<file path="src/rtl/riscv_pkg.sv">
// Shared RV32I decode definitions for the operand fetch stage: opcodes,
// register-usage decode and the output-register state encoding.
package riscv_pkg;

  localparam int XLEN_DEF = 32;
  localparam int NREG_DEF = 32;

  localparam logic [6:0] OPC_OP     = 7'b0110011;
  localparam logic [6:0] OPC_OP_IMM = 7'b0010011;
  localparam logic [6:0] OPC_LOAD   = 7'b0000011;
  localparam logic [6:0] OPC_JALR   = 7'b1100111;
  localparam logic [6:0] OPC_STORE  = 7'b0100011;
  localparam logic [6:0] OPC_BRANCH = 7'b1100011;
  localparam logic [6:0] OPC_LUI    = 7'b0110111;
  localparam logic [6:0] OPC_AUIPC  = 7'b0010111;
  localparam logic [6:0] OPC_JAL    = 7'b1101111;

  typedef struct packed {
    logic uses_rs1;
    logic uses_rs2;
    logic writes_rd;
  } reg_use_t;

  typedef enum logic {
    OUT_EMPTY = 1'b0,
    OUT_FULL  = 1'b1
  } out_state_t;

  function automatic reg_use_t decode_reg_use(input logic [6:0] opc);
    reg_use_t u;
    u = '0;
    case (opc)
      OPC_OP: begin
        u.uses_rs1  = 1'b1;
        u.uses_rs2  = 1'b1;
        u.writes_rd = 1'b1;
      end
      OPC_OP_IMM, OPC_LOAD, OPC_JALR: begin
        u.uses_rs1  = 1'b1;
        u.writes_rd = 1'b1;
      end
      OPC_STORE, OPC_BRANCH: begin
        u.uses_rs1 = 1'b1;
        u.uses_rs2 = 1'b1;
      end
      OPC_LUI, OPC_AUIPC, OPC_JAL: u.writes_rd = 1'b1;
      default: u = '0;
    endcase
    return u;
  endfunction

endpackage

</file>
<file path="src/rtl/operand_fetch_stage_if.sv">
// Bundle of the IF/ID input, register-file read, writeback retire, flush and
// ID/EX output signals of the operand fetch stage.
interface operand_fetch_stage_if #(parameter int XLEN = riscv_pkg::XLEN_DEF);
  logic            in_valid;
  logic            in_ready;
  logic [31:0]     in_instr;
  logic [XLEN-1:0] in_pc;
  logic [4:0]      rf_rs1;
  logic [4:0]      rf_rs2;
  logic [XLEN-1:0] rf_rd1;
  logic [XLEN-1:0] rf_rd2;
  logic            wb_valid;
  logic [4:0]      wb_rd;
  logic            flush;
  logic            out_valid;
  logic            out_ready;
  logic [31:0]     out_instr;
  logic [XLEN-1:0] out_pc;
  logic [XLEN-1:0] out_rs1_val;
  logic [XLEN-1:0] out_rs2_val;
  logic [4:0]      out_rd;
  logic            out_writes_rd;

  // Stage side.
  modport slave (
    input  in_valid, in_instr, in_pc, rf_rd1, rf_rd2, wb_valid, wb_rd, flush, out_ready,
    output in_ready, rf_rs1, rf_rs2, out_valid, out_instr, out_pc, out_rs1_val,
           out_rs2_val, out_rd, out_writes_rd
  );

  // Surrounding pipeline side.
  modport master (
    output in_valid, in_instr, in_pc, rf_rd1, rf_rd2, wb_valid, wb_rd, flush, out_ready,
    input  in_ready, rf_rs1, rf_rs2, out_valid, out_instr, out_pc, out_rs1_val,
           out_rs2_val, out_rd, out_writes_rd
  );
endinterface

</file>
<file path="src/rtl/reg_scoreboard.sv">
// Per-register busy bits: one set port, two clear ports (retire, flush kill),
// set wins on a shared index; x0 is never busy.
module reg_scoreboard #(
  parameter int NREG = riscv_pkg::NREG_DEF
) (
  input  logic       clk,
  input  logic       rst_n,
  input  logic       i_set_en,
  input  logic [4:0] i_set_idx,
  input  logic       i_clr_a_en,
  input  logic [4:0] i_clr_a_idx,
  input  logic       i_clr_b_en,
  input  logic [4:0] i_clr_b_idx,
  input  logic [4:0] i_q1_idx,
  input  logic [4:0] i_q2_idx,
  input  logic [4:0] i_q3_idx,
  output logic       o_q1_busy,
  output logic       o_q2_busy,
  output logic       o_q3_busy
);

  logic [NREG-1:0] r_busy;
  logic [NREG-1:0] w_busy_nxt;

  always_comb begin
    w_busy_nxt = r_busy;
    if (i_clr_a_en) w_busy_nxt[i_clr_a_idx] = 1'b0;
    if (i_clr_b_en) w_busy_nxt[i_clr_b_idx] = 1'b0;
    if (i_set_en)   w_busy_nxt[i_set_idx]   = 1'b1;
    w_busy_nxt[0] = 1'b0;
  end

  always_ff @(posedge clk or negedge rst_n) begin
    if (!rst_n) r_busy <= '0;
    else        r_busy <= w_busy_nxt;
  end

  // Lookups see registered state only; a retire this cycle does not unblock yet.
  assign o_q1_busy = r_busy[i_q1_idx];
  assign o_q2_busy = r_busy[i_q2_idx];
  assign o_q3_busy = r_busy[i_q3_idx];

endmodule

</file>
<file path="src/rtl/operand_fetch_stage.sv">
// Decode-side register file reader: interlocks RAW/WAW hazards through the
// busy scoreboard and captures operands into the ID/EX output register.
module operand_fetch_stage
  import riscv_pkg::*;
#(
  parameter int XLEN = XLEN_DEF,
  parameter int NREG = NREG_DEF
) (
  input logic                  clk,
  input logic                  rst_n,
  operand_fetch_stage_if.slave bus
);

  reg_use_t   w_use;
  logic [4:0] w_rs1;
  logic [4:0] w_rs2;
  logic [4:0] w_rd;
  logic       w_rs1_busy;
  logic       w_rs2_busy;
  logic       w_rd_busy;
  logic       w_hazard;
  logic       w_in_ready;
  logic       w_issue;
  logic       w_set_en;
  logic       w_kill_clr;

  out_state_t      r_state_p1;
  logic [31:0]     r_instr_p1;
  logic [XLEN-1:0] r_pc_p1;
  logic [XLEN-1:0] r_rs1_val_p1;
  logic [XLEN-1:0] r_rs2_val_p1;
  logic [4:0]      r_rd_p1;
  logic            r_writes_rd_p1;

  assign w_use = decode_reg_use(bus.in_instr[6:0]);
  assign w_rs1 = bus.in_instr[19:15];
  assign w_rs2 = bus.in_instr[24:20];
  assign w_rd  = bus.in_instr[11:7];

  assign bus.rf_rs1 = w_rs1;
  assign bus.rf_rs2 = w_rs2;

  assign w_hazard = (w_use.uses_rs1  && (w_rs1 != 5'd0) && w_rs1_busy) ||
                    (w_use.uses_rs2  && (w_rs2 != 5'd0) && w_rs2_busy) ||
                    (w_use.writes_rd && (w_rd  != 5'd0) && w_rd_busy);

  assign w_in_ready = !bus.flush && !w_hazard &&
                      ((r_state_p1 == OUT_EMPTY) || bus.out_ready);
  assign w_issue    = bus.in_valid && w_in_ready;
  assign w_set_en   = w_issue && w_use.writes_rd && (w_rd != 5'd0);

  // A flushed instruction never reaches writeback, so its busy bit is released
  // here; if EX took it in the same cycle, writeback still owes the retire.
  assign w_kill_clr = bus.flush && (r_state_p1 == OUT_FULL) && !bus.out_ready &&
                      r_writes_rd_p1;

  reg_scoreboard #(.NREG(NREG)) u_sb (
    .clk        (clk),
    .rst_n      (rst_n),
    .i_set_en   (w_set_en),
    .i_set_idx  (w_rd),
    .i_clr_a_en (bus.wb_valid),
    .i_clr_a_idx(bus.wb_rd),
    .i_clr_b_en (w_kill_clr),
    .i_clr_b_idx(r_rd_p1),
    .i_q1_idx   (w_rs1),
    .i_q2_idx   (w_rs2),
    .i_q3_idx   (w_rd),
    .o_q1_busy  (w_rs1_busy),
    .o_q2_busy  (w_rs2_busy),
    .o_q3_busy  (w_rd_busy)
  );

  // ---- ID/EX boundary ----
  always_ff @(posedge clk or negedge rst_n) begin
    if (!rst_n) begin
      r_state_p1     <= OUT_EMPTY;
      r_instr_p1     <= '0;
      r_pc_p1        <= '0;
      r_rs1_val_p1   <= '0;
      r_rs2_val_p1   <= '0;
      r_rd_p1        <= '0;
      r_writes_rd_p1 <= 1'b0;
    end else begin
      case (r_state_p1)
        OUT_EMPTY: if (w_issue) r_state_p1 <= OUT_FULL;
        OUT_FULL: begin
          if (bus.flush)                       r_state_p1 <= OUT_EMPTY;
          else if (bus.out_ready && !w_issue)  r_state_p1 <= OUT_EMPTY;
        end
        default: r_state_p1 <= OUT_EMPTY;
      endcase
      if (w_issue) begin
        r_instr_p1     <= bus.in_instr;
        r_pc_p1        <= bus.in_pc;
        r_rs1_val_p1   <= bus.rf_rd1;
        r_rs2_val_p1   <= bus.rf_rd2;
        r_rd_p1        <= w_rd;
        r_writes_rd_p1 <= w_use.writes_rd && (w_rd != 5'd0);
      end
    end
  end

  assign bus.in_ready      = w_in_ready;
  assign bus.out_valid     = (r_state_p1 == OUT_FULL);
  assign bus.out_instr     = r_instr_p1;
  assign bus.out_pc        = r_pc_p1;
  assign bus.out_rs1_val   = r_rs1_val_p1;
  assign bus.out_rs2_val   = r_rs2_val_p1;
  assign bus.out_rd        = r_rd_p1;
  assign bus.out_writes_rd = r_writes_rd_p1;

endmodule

</file>
<file path="src/flat_wrapper.sv">
// flat-port wrapper written by rule: the top's interface ports become plain ports
module operand_fetch_stage_flat import riscv_pkg::*;
#(
  parameter int XLEN = XLEN_DEF,
  parameter int NREG = NREG_DEF
)
  (clk, rst_n, bus_in_valid, bus_in_instr, bus_in_pc, bus_rf_rd1, bus_rf_rd2, bus_wb_valid, bus_wb_rd, bus_flush, bus_out_ready, bus_in_ready, bus_rf_rs1, bus_rf_rs2, bus_out_valid, bus_out_instr, bus_out_pc, bus_out_rs1_val, bus_out_rs2_val, bus_out_rd, bus_out_writes_rd);
  operand_fetch_stage_if #(.XLEN(XLEN)) bus_i ();
  input logic clk;
  input logic rst_n;
  input wire logic [$bits(bus_i.in_valid)-1:0] bus_in_valid;
  input wire logic [$bits(bus_i.in_instr)-1:0] bus_in_instr;
  input wire logic [$bits(bus_i.in_pc)-1:0] bus_in_pc;
  input wire logic [$bits(bus_i.rf_rd1)-1:0] bus_rf_rd1;
  input wire logic [$bits(bus_i.rf_rd2)-1:0] bus_rf_rd2;
  input wire logic [$bits(bus_i.wb_valid)-1:0] bus_wb_valid;
  input wire logic [$bits(bus_i.wb_rd)-1:0] bus_wb_rd;
  input wire logic [$bits(bus_i.flush)-1:0] bus_flush;
  input wire logic [$bits(bus_i.out_ready)-1:0] bus_out_ready;
  output wire logic [$bits(bus_i.in_ready)-1:0] bus_in_ready;
  output wire logic [$bits(bus_i.rf_rs1)-1:0] bus_rf_rs1;
  output wire logic [$bits(bus_i.rf_rs2)-1:0] bus_rf_rs2;
  output wire logic [$bits(bus_i.out_valid)-1:0] bus_out_valid;
  output wire logic [$bits(bus_i.out_instr)-1:0] bus_out_instr;
  output wire logic [$bits(bus_i.out_pc)-1:0] bus_out_pc;
  output wire logic [$bits(bus_i.out_rs1_val)-1:0] bus_out_rs1_val;
  output wire logic [$bits(bus_i.out_rs2_val)-1:0] bus_out_rs2_val;
  output wire logic [$bits(bus_i.out_rd)-1:0] bus_out_rd;
  output wire logic [$bits(bus_i.out_writes_rd)-1:0] bus_out_writes_rd;
  assign bus_i.in_valid = bus_in_valid;
  assign bus_i.in_instr = bus_in_instr;
  assign bus_i.in_pc = bus_in_pc;
  assign bus_i.rf_rd1 = bus_rf_rd1;
  assign bus_i.rf_rd2 = bus_rf_rd2;
  assign bus_i.wb_valid = bus_wb_valid;
  assign bus_i.wb_rd = bus_wb_rd;
  assign bus_i.flush = bus_flush;
  assign bus_i.out_ready = bus_out_ready;
  assign bus_in_ready = bus_i.in_ready;
  assign bus_rf_rs1 = bus_i.rf_rs1;
  assign bus_rf_rs2 = bus_i.rf_rs2;
  assign bus_out_valid = bus_i.out_valid;
  assign bus_out_instr = bus_i.out_instr;
  assign bus_out_pc = bus_i.out_pc;
  assign bus_out_rs1_val = bus_i.out_rs1_val;
  assign bus_out_rs2_val = bus_i.out_rs2_val;
  assign bus_out_rd = bus_i.out_rd;
  assign bus_out_writes_rd = bus_i.out_writes_rd;
  operand_fetch_stage #(.XLEN(XLEN), .NREG(NREG)) u_core (.clk(clk), .rst_n(rst_n), .bus(bus_i));
endmodule
</file>
<file path="config.mk">
export PLATFORM = sky130hd
export DESIGN_NAME = operand_fetch_stage_flat
export DESIGN_NICKNAME = d
export VERILOG_FILES = /design/src/rtl/riscv_pkg.sv /design/src/rtl/operand_fetch_stage_if.sv /design/src/rtl/reg_scoreboard.sv /design/src/rtl/operand_fetch_stage.sv /design/src/flat_wrapper.sv
export SDC_FILE = /design/constraint.sdc
export NUM_CORES = 1
export LEC_CHECK = 0
export BUFFER_PORTS_ARGS = -buffer_cell sky130_fd_sc_hd__buf_2
export CAP_MARGIN = 20
export CORE_MARGIN = 2
export CORE_UTILIZATION = 45
export CTS_BUF_LIST = sky130_fd_sc_hd__clkbuf_4 sky130_fd_sc_hd__clkbuf_8
export DETAILED_ROUTE_END_ITERATION = 12
export PLACE_DENSITY = 0.76
export SLEW_MARGIN = 40
export SYNTH_ARGS = -nofsm -noshare
export SYNTH_HDL_FRONTEND = slang
export SYNTH_SLANG_ARGS = --single-unit
</file>
<file path="constraint.sdc">
create_clock -name clk -period 2.4 [get_ports clk]
set_input_delay 0.48 -clock clk [delete_from_list [all_inputs] [get_ports clk]]
set_output_delay 0.48 -clock clk [all_outputs]
set_load 0.005 [all_outputs]
</file>
; After elaboration in Yosys (flattened, before gate mapping)
; Index checks and enable logic that the tools add are counted.
[op_classes]
n_addsub = 0
mul = 0
div_mod_pow = 0
magnitude_cmp = 8
n_eq_ne = 9
shift = 0
muxes = 22
bitwise_logic = 6
reduce_logical = 31
[ops]
columns = op, n
row1 = $mux 32, 3
row2 = $and 32x32->32, 2
row3 = $not 32->32, 2
row4 = $or 32x32->32, 1
row5 = $lt 5x6->1 const B, 5
row6 = $eq 7x6->1 const B, 3
row7 = $eq 7x7->1 const B, 3
row8 = $logic_and 1x1->1, 18
row9 = $bmux 1 s5, 3
row10 = $demux 1 s5, 3
row11 = $ge 5x1->1 const B, 3
row12 = $reduce_bool 5->1, 3
row13 = $eq 7x5->1 const B, 2
row14 = $mux 1, 12
row15 = $eq 7x2->1 const B, 1
row16 = $reduce_or 7->1, 1
row17 = $reduce_or 6->1, 1
row18 = $logic_not 1->1, 4
row19 = $logic_or 1x1->1, 3
row20 = $reduce_or 3->1, 1
row21 = $pmux 1 s2, 1
row22 = $not 1->1, 1
[totals]
register_bits = 166
latch_bits = 0
ram_bits = 0
romBits = 0
in_bits = 139
out_inout_bits = 146
mem_count = 0

; Longest topological paths before layout
[logic_depth]
depth_word = 16
depth_mapped = 11
depth_no_buf = 6

; Hierarchy
; A second synthesis with hierarchy kept.
[hier_totals]
cells_unflattened = 593
hier_area_um2 = 8272.9
[by_module_without_submodules]
columns = mod, instances, cells_each, area_each_um2, seq_area_each_um2
row1 = operand_fetch_stage, 1, 321, 5718.0, 3253.1
row2 = reg_scoreboard, 1, 272, 2555.0, 775.7

; Worst setup path before layout
; No wires, ideal clock.
[synth_timing]
path_type = input to register
start = input port bus_in_instr[20]
end = register u_core.r_rs1_val_p1[10], in the netlist u_core.bus.out_rs1_val[10]
arrival_ps = 2541
t_required_ps = 2275
path_slack_ps = -266
path_stages = 10
path_buffers = 4
cell_sequence = buf_2 > mux4_2 > nor3b_1 > a211oi_1 > a22o_1 > nand4b_1 > buf_2 > buf_6 > buf_6 > mux2_4
[synth_via]
elab_chain_len = 9
[synth_lines]
columns = element, line_no
row1 = "start, declared", flat_wrapper.sv:12  ; input wire logic [$bits(bus_i.in_instr)-1:0] bus_in_instr;
row2 = $bmux 1 s5 or $reduce_bool 5->1 (tied branches), "reg_scoreboard.sv:40, operand_fetch_stage.sv:44"
row3 = $mux 1 (implied by the code) or $logic_and 1x1->1 (tied branches), "reg_scoreboard.sv:40, operand_fetch_stage.sv:44"
row4 = $logic_and 1x1->1 (*), operand_fetch_stage.sv:44  ; (w_use.uses_rs2 && (w_rs2 != 5'd0) && w_rs2_busy) ||
row5 = $logic_or 1x1->1 (*), operand_fetch_stage.sv:43  ; assign w_hazard = (w_use.uses_rs1 && (w_rs1 != 5'd0) && w_rs1_busy) ||
row6 = $logic_or 1x1->1 (*), operand_fetch_stage.sv:44
row7 = $logic_not 1->1 (*), operand_fetch_stage.sv:47  ; assign w_in_ready = !bus.flush && !w_hazard &&
row8 = $logic_and 1x1->1 (*) (2 in series), operand_fetch_stage.sv:47
row9 = $logic_and 1x1->1 (*), operand_fetch_stage.sv:49  ; assign w_issue = bus.in_valid && w_in_ready;
row10 = "end signal, assigned", operand_fetch_stage.sv:96  ; r_rs1_val_p1 <= bus.rf_rd1;
row11 = "end, declared", operand_fetch_stage.sv:30  ; logic [XLEN-1:0] r_rs1_val_p1;
; Every way passes the cells marked *; elsewhere a longest branch is shown, timed or not. The select of a mux whose other input is x is not followed.
; A chain may end at the register's enable or synchronous reset.

; Worst setup path in the final report
[layout_timing]
start = register u_core.u_sb.r_busy[3]
end = register u_core.r_rd_p1[2], in the netlist u_core.bus.out_rd[2]
[layout_via]
elab_chain_len = 9
[layout_lines]
columns = element, line_no
row1 = "start, declared", reg_scoreboard.sv:22  ; logic [NREG-1:0] r_busy;
row2 = "start signal, assigned", reg_scoreboard.sv:35  ; else r_busy <= w_busy_nxt;
row3 = "$bmux 1 s5, on equally long branches", "reg_scoreboard.sv:39, reg_scoreboard.sv:40"
row4 = "$mux 1, on equally long branches", "reg_scoreboard.sv:39, reg_scoreboard.sv:40"
row5 = "$logic_and 1x1->1, on equally long branches", "operand_fetch_stage.sv:43, operand_fetch_stage.sv:44"
row6 = $logic_or 1x1->1, operand_fetch_stage.sv:43
row7 = $logic_or 1x1->1 (*), operand_fetch_stage.sv:44
row8 = $logic_not 1->1 (*), operand_fetch_stage.sv:47
row9 = $logic_and 1x1->1 (*) (2 in series), operand_fetch_stage.sv:47
row10 = $logic_and 1x1->1 (*), operand_fetch_stage.sv:49
row11 = "end signal, assigned", operand_fetch_stage.sv:98  ; r_rd_p1 <= w_rd;
row12 = "end, declared", operand_fetch_stage.sv:32  ; logic [4:0] r_rd_p1;
; Marks and branches as above.

==> results.md <==
- Status: finished with violations
- Failing checks: setup timing
- DP Cell Count: 1034
- Final Slew Violations: 0
- Vias per cell: 5.76
- Final hold vios: 0
- EDFF count, synth: 0
- Syn-to-layout area delta: 39.1%
- Placed Area: 9730 um^2
- Final antenna-violating net count: 0
- Drt first pass iters: 6
- Largest net degree at the start of global routing: 68
- Asr flop ratio synth: 100%
- Port Buffers: 284
- Core box area: 17200 um^2
- Num CTS Buffers: 17
- DRC viols: 0
- N_diodes: 0
- Latest clock arrival within the worst-skew pair: 0.45 ns
- Gr ovfl total: 0
- Global-route wire length before repair: 35100 um
- Worst-case hold path end point: u_core.bus.out_pc[10]$_DFFE_PN0P_
- Slew HR: 38.6%
- Via count of the first global-routing pass: 6183
- Util after Layout: 63.9%
- Die Y-Extent: 137 um
- Fin nets: 995
- Least-Margin Pin Slew: 0.922 ns
- Compound-Gate Fraction of Synth Area: 11.2%
- Layout cells sized above 1: 67.5%
- Worst Reg-to-Reg Cells: 11
- CP Data Arrival Time: 3.13 ns
- Final setup skew: 0.00978 ns
- Worst R2R End: u_core.bus.out_rd[2]$_DFFE_PN0P_
- Root Buffer Master: clkbuf_8
- Largest family of logic cells by synthesized area: multiplexers
- Post-Synth Adder-Cell Area: 0%
- Top-level I/O count: 285
- CP Data Required Time: 2.74 ns
- Post-Route WL: 24700 um
- Critical path class: reg -> reg
- Leak Pwr: 0.00562 uW
- Post-Syn Nets: 670
- Vias: 6292
- Netlist Area Pre-Place: 7920 um^2
- VDD IR max: 0.000494 V
- Critical Path End Type: register
- Full die area: 18700 um^2
- DIE WIDTH: 137 um
- Routability-driven placement congestion ratio: 0.908
- Synth unique cells: 48
- Max Fclk: 359 MHz
- Maximum fanout along the worst path: 8
- Sequential area share after synthesis: 50.9%
- Main synth FF type: dfrtp_1
- Hold Crit Class: in -> reg
- FP Rows: 48
- Reg-to-reg slack, setup: -0.39 ns
- RSZ-0062 raised after global routing: true
- Most common cell after layout, fill and taps aside: buf_2
- Finished Cell Area: 11000 um^2
- Syn avg cell area: 14.9 um^2
- Seq cells post-synth: 161
- Setup TNS: -41.82 ns
- # setup viols final: 162
- Initial Util: 45.9%
- Worst hold start: bus_in_pc[10]
- Minimum clock period: 2.79 ns
- Layout Cells excl Fill: 1093
- CTS clk-pin slew, worst paths: 0.10 ns
- CTS tree: yes
- Synth Area in XOR/XNOR: 0%
- Synthesized instance count: 531
- Simple-gate share of the synthesized area: 5.26%
- Worst r2r src: u_core.u_sb.r_busy[3]$_DFF_PN0_
- DP Wirelength: 16300 um
- Worst hold stages: 2
- H-tree Lvls: 4
- 1st-iter DRT viols: 480
- Period utilization: 116%
- Max-cap violations: 0
- Most frequent cells in the layout: buf_2 (283), dfrtp_1 (159), mux2_2 (72)
- Yosys warnings: 0
- Initial antenna violation count: 0
- Final hold slack: 0.247 ns
- Final worst slack: -0.387 ns
- GRT Overall Usage: 25.1%
- Power density over the cells: 660 nW/um^2
- Critical Path Source Type: register
- CTS Sinks: 161
- Post-synthesis mux area share: 28.0%
- Max clock buf depth: 2
- Wirelength per Cell: 22.6 um
metrics by stage:
step / power (uW) / worst slack, ns
final: 7270 / -0.387
after global routing: 7630 / -0.492
after CTS: 7260 / -0.332
after detailed placement: 5170 / -0.450
after global placement: 5110 / -0.434
after floorplan: 4320 / -0.193
critical path, stage by stage, from the launching register on:
cell	delay (ns)
dfrtp_1	0.46
mux2_4	0.30
a221oi_2	0.31
nor3_2	0.10
a311oi_2	0.33
buf_4	0.16
nand4b_1	0.11
buf_6	0.18
buf_16	0.15
buf_12	0.13
buf_12	0.14
mux2_4	0.29
synth_stat cells, drive strengths merged (2+ instances only):
cell type / n / share of area [%]
a311oi: 2 / 0.30
or3: 4 / 0.32
nand2b: 2 / 0.16
inv: 8 / 0.38
nand3b: 13 / 1.2
o22ai: 4 / 0.32
mux2: 133 / 22
mux2i: 5 / 0.63
dfrtp: 161 / 51
nand3: 8 / 0.51
mux4: 20 / 5.7
o41ai: 24 / 4.9
nand2: 9 / 0.43
nor2b: 4 / 0.32
o221ai: 31 / 3.4
nor3: 3 / 0.19
a221oi: 2 / 0.22
o21ai: 2 / 0.13
o31ai: 7 / 0.66
clkbuf: 8 / 0.38
nor2: 14 / 0.66
or3b: 7 / 0.77
buf: 42 / 3.9
where the power goes:
| part | internal [uW] | switching (uW) |
|---|---|---|
| combinational | 1130 | 795 |
| clock | 829 | 1080 |
| sequential | 3150 | 285 |
| total | 5110 | 2160 |
area by class of cell:
| cell class | count | area (um^2) |
|---|---|---|
| clock buffer | 17 | 234 |
| clock inverter | 14 | 134 |
| multi-input combinational | 312 | 3790 |
| tap | 225 | 282 |
| fill | 1264 | 6220 |
| sequential | 161 | 4030 |
| inverter | 8 | 30.0 |
| timing repair buffer | 356 | 2520 |
metal layers:
metal | global-route usage (%) | vias up | routed length (um)
li1 | - | 2711 | -
met4 | 8.91 | 0 | 597
met5 | 0 | - | 0
met3 | 7.74 | 59 | 2330
met2 | 43.1 | 414 | 12900
met1 | 29.6 | 3108 | 8860
state kept, by name, summed over array words and instances (netlist names):
signal	count
u_core.u_sb.r_busy	31
u_core.bus.out_rs2_val	32
u_core.bus.out_valid	1
u_core.bus.out_rd	4
u_core.bus.out_rs1_val	32
u_core.bus.out_instr	28
u_core.bus.out_pc	32
u_core.bus.out_writes_rd	1
worst max-delay path by stage:
stage	start	end	slack [ns]	cells after the start
finish	u_core.u_sb.r_busy[3]$_DFF_PN0_	u_core.bus.out_rd[2]$_DFFE_PN0P_	-0.39	11
floorplan	bus_in_instr[7]	u_core.bus.out_rs1_val[10]$_DFFE_PN0P_	-0.19	11
detailed placement	bus_in_instr[10]	u_core.bus.out_rd[2]$_DFFE_PN0P_	-0.45	10
global route	u_core.u_sb.r_busy[23]$_DFF_PN0_	u_core.u_sb.r_busy[19]$_DFF_PN0_	-0.49	11
CTS	u_core.u_sb.r_busy[27]$_DFF_PN0_	bus_in_ready	-0.33	7
global placement	bus_in_instr[10]	u_core.bus.out_rd[3]$_DFFE_PN0P_	-0.43	10
logic make-up (layout without fill, tap and decap cells):
logic type             count (synthesis)  count (layout)
AND/OR/NAND/NOR                       71              71
multiplexers                         158             158
buffers and inverters                 58             395
AO/OA/AOI/OAI                         83              83
flip-flops                           161             161
repair_timing:
action / CTS / global route
pin swaps: 1 / 9
setup buffers: 8 / 8
hold buffers: 1 / 0
cloned: 15 / 7
endpoints found under the hold margin: 25 / 0
resized for setup: 38 / 38
endpoints found under the setup margin: 95 / 162
(Power assumes the default switching activity.)
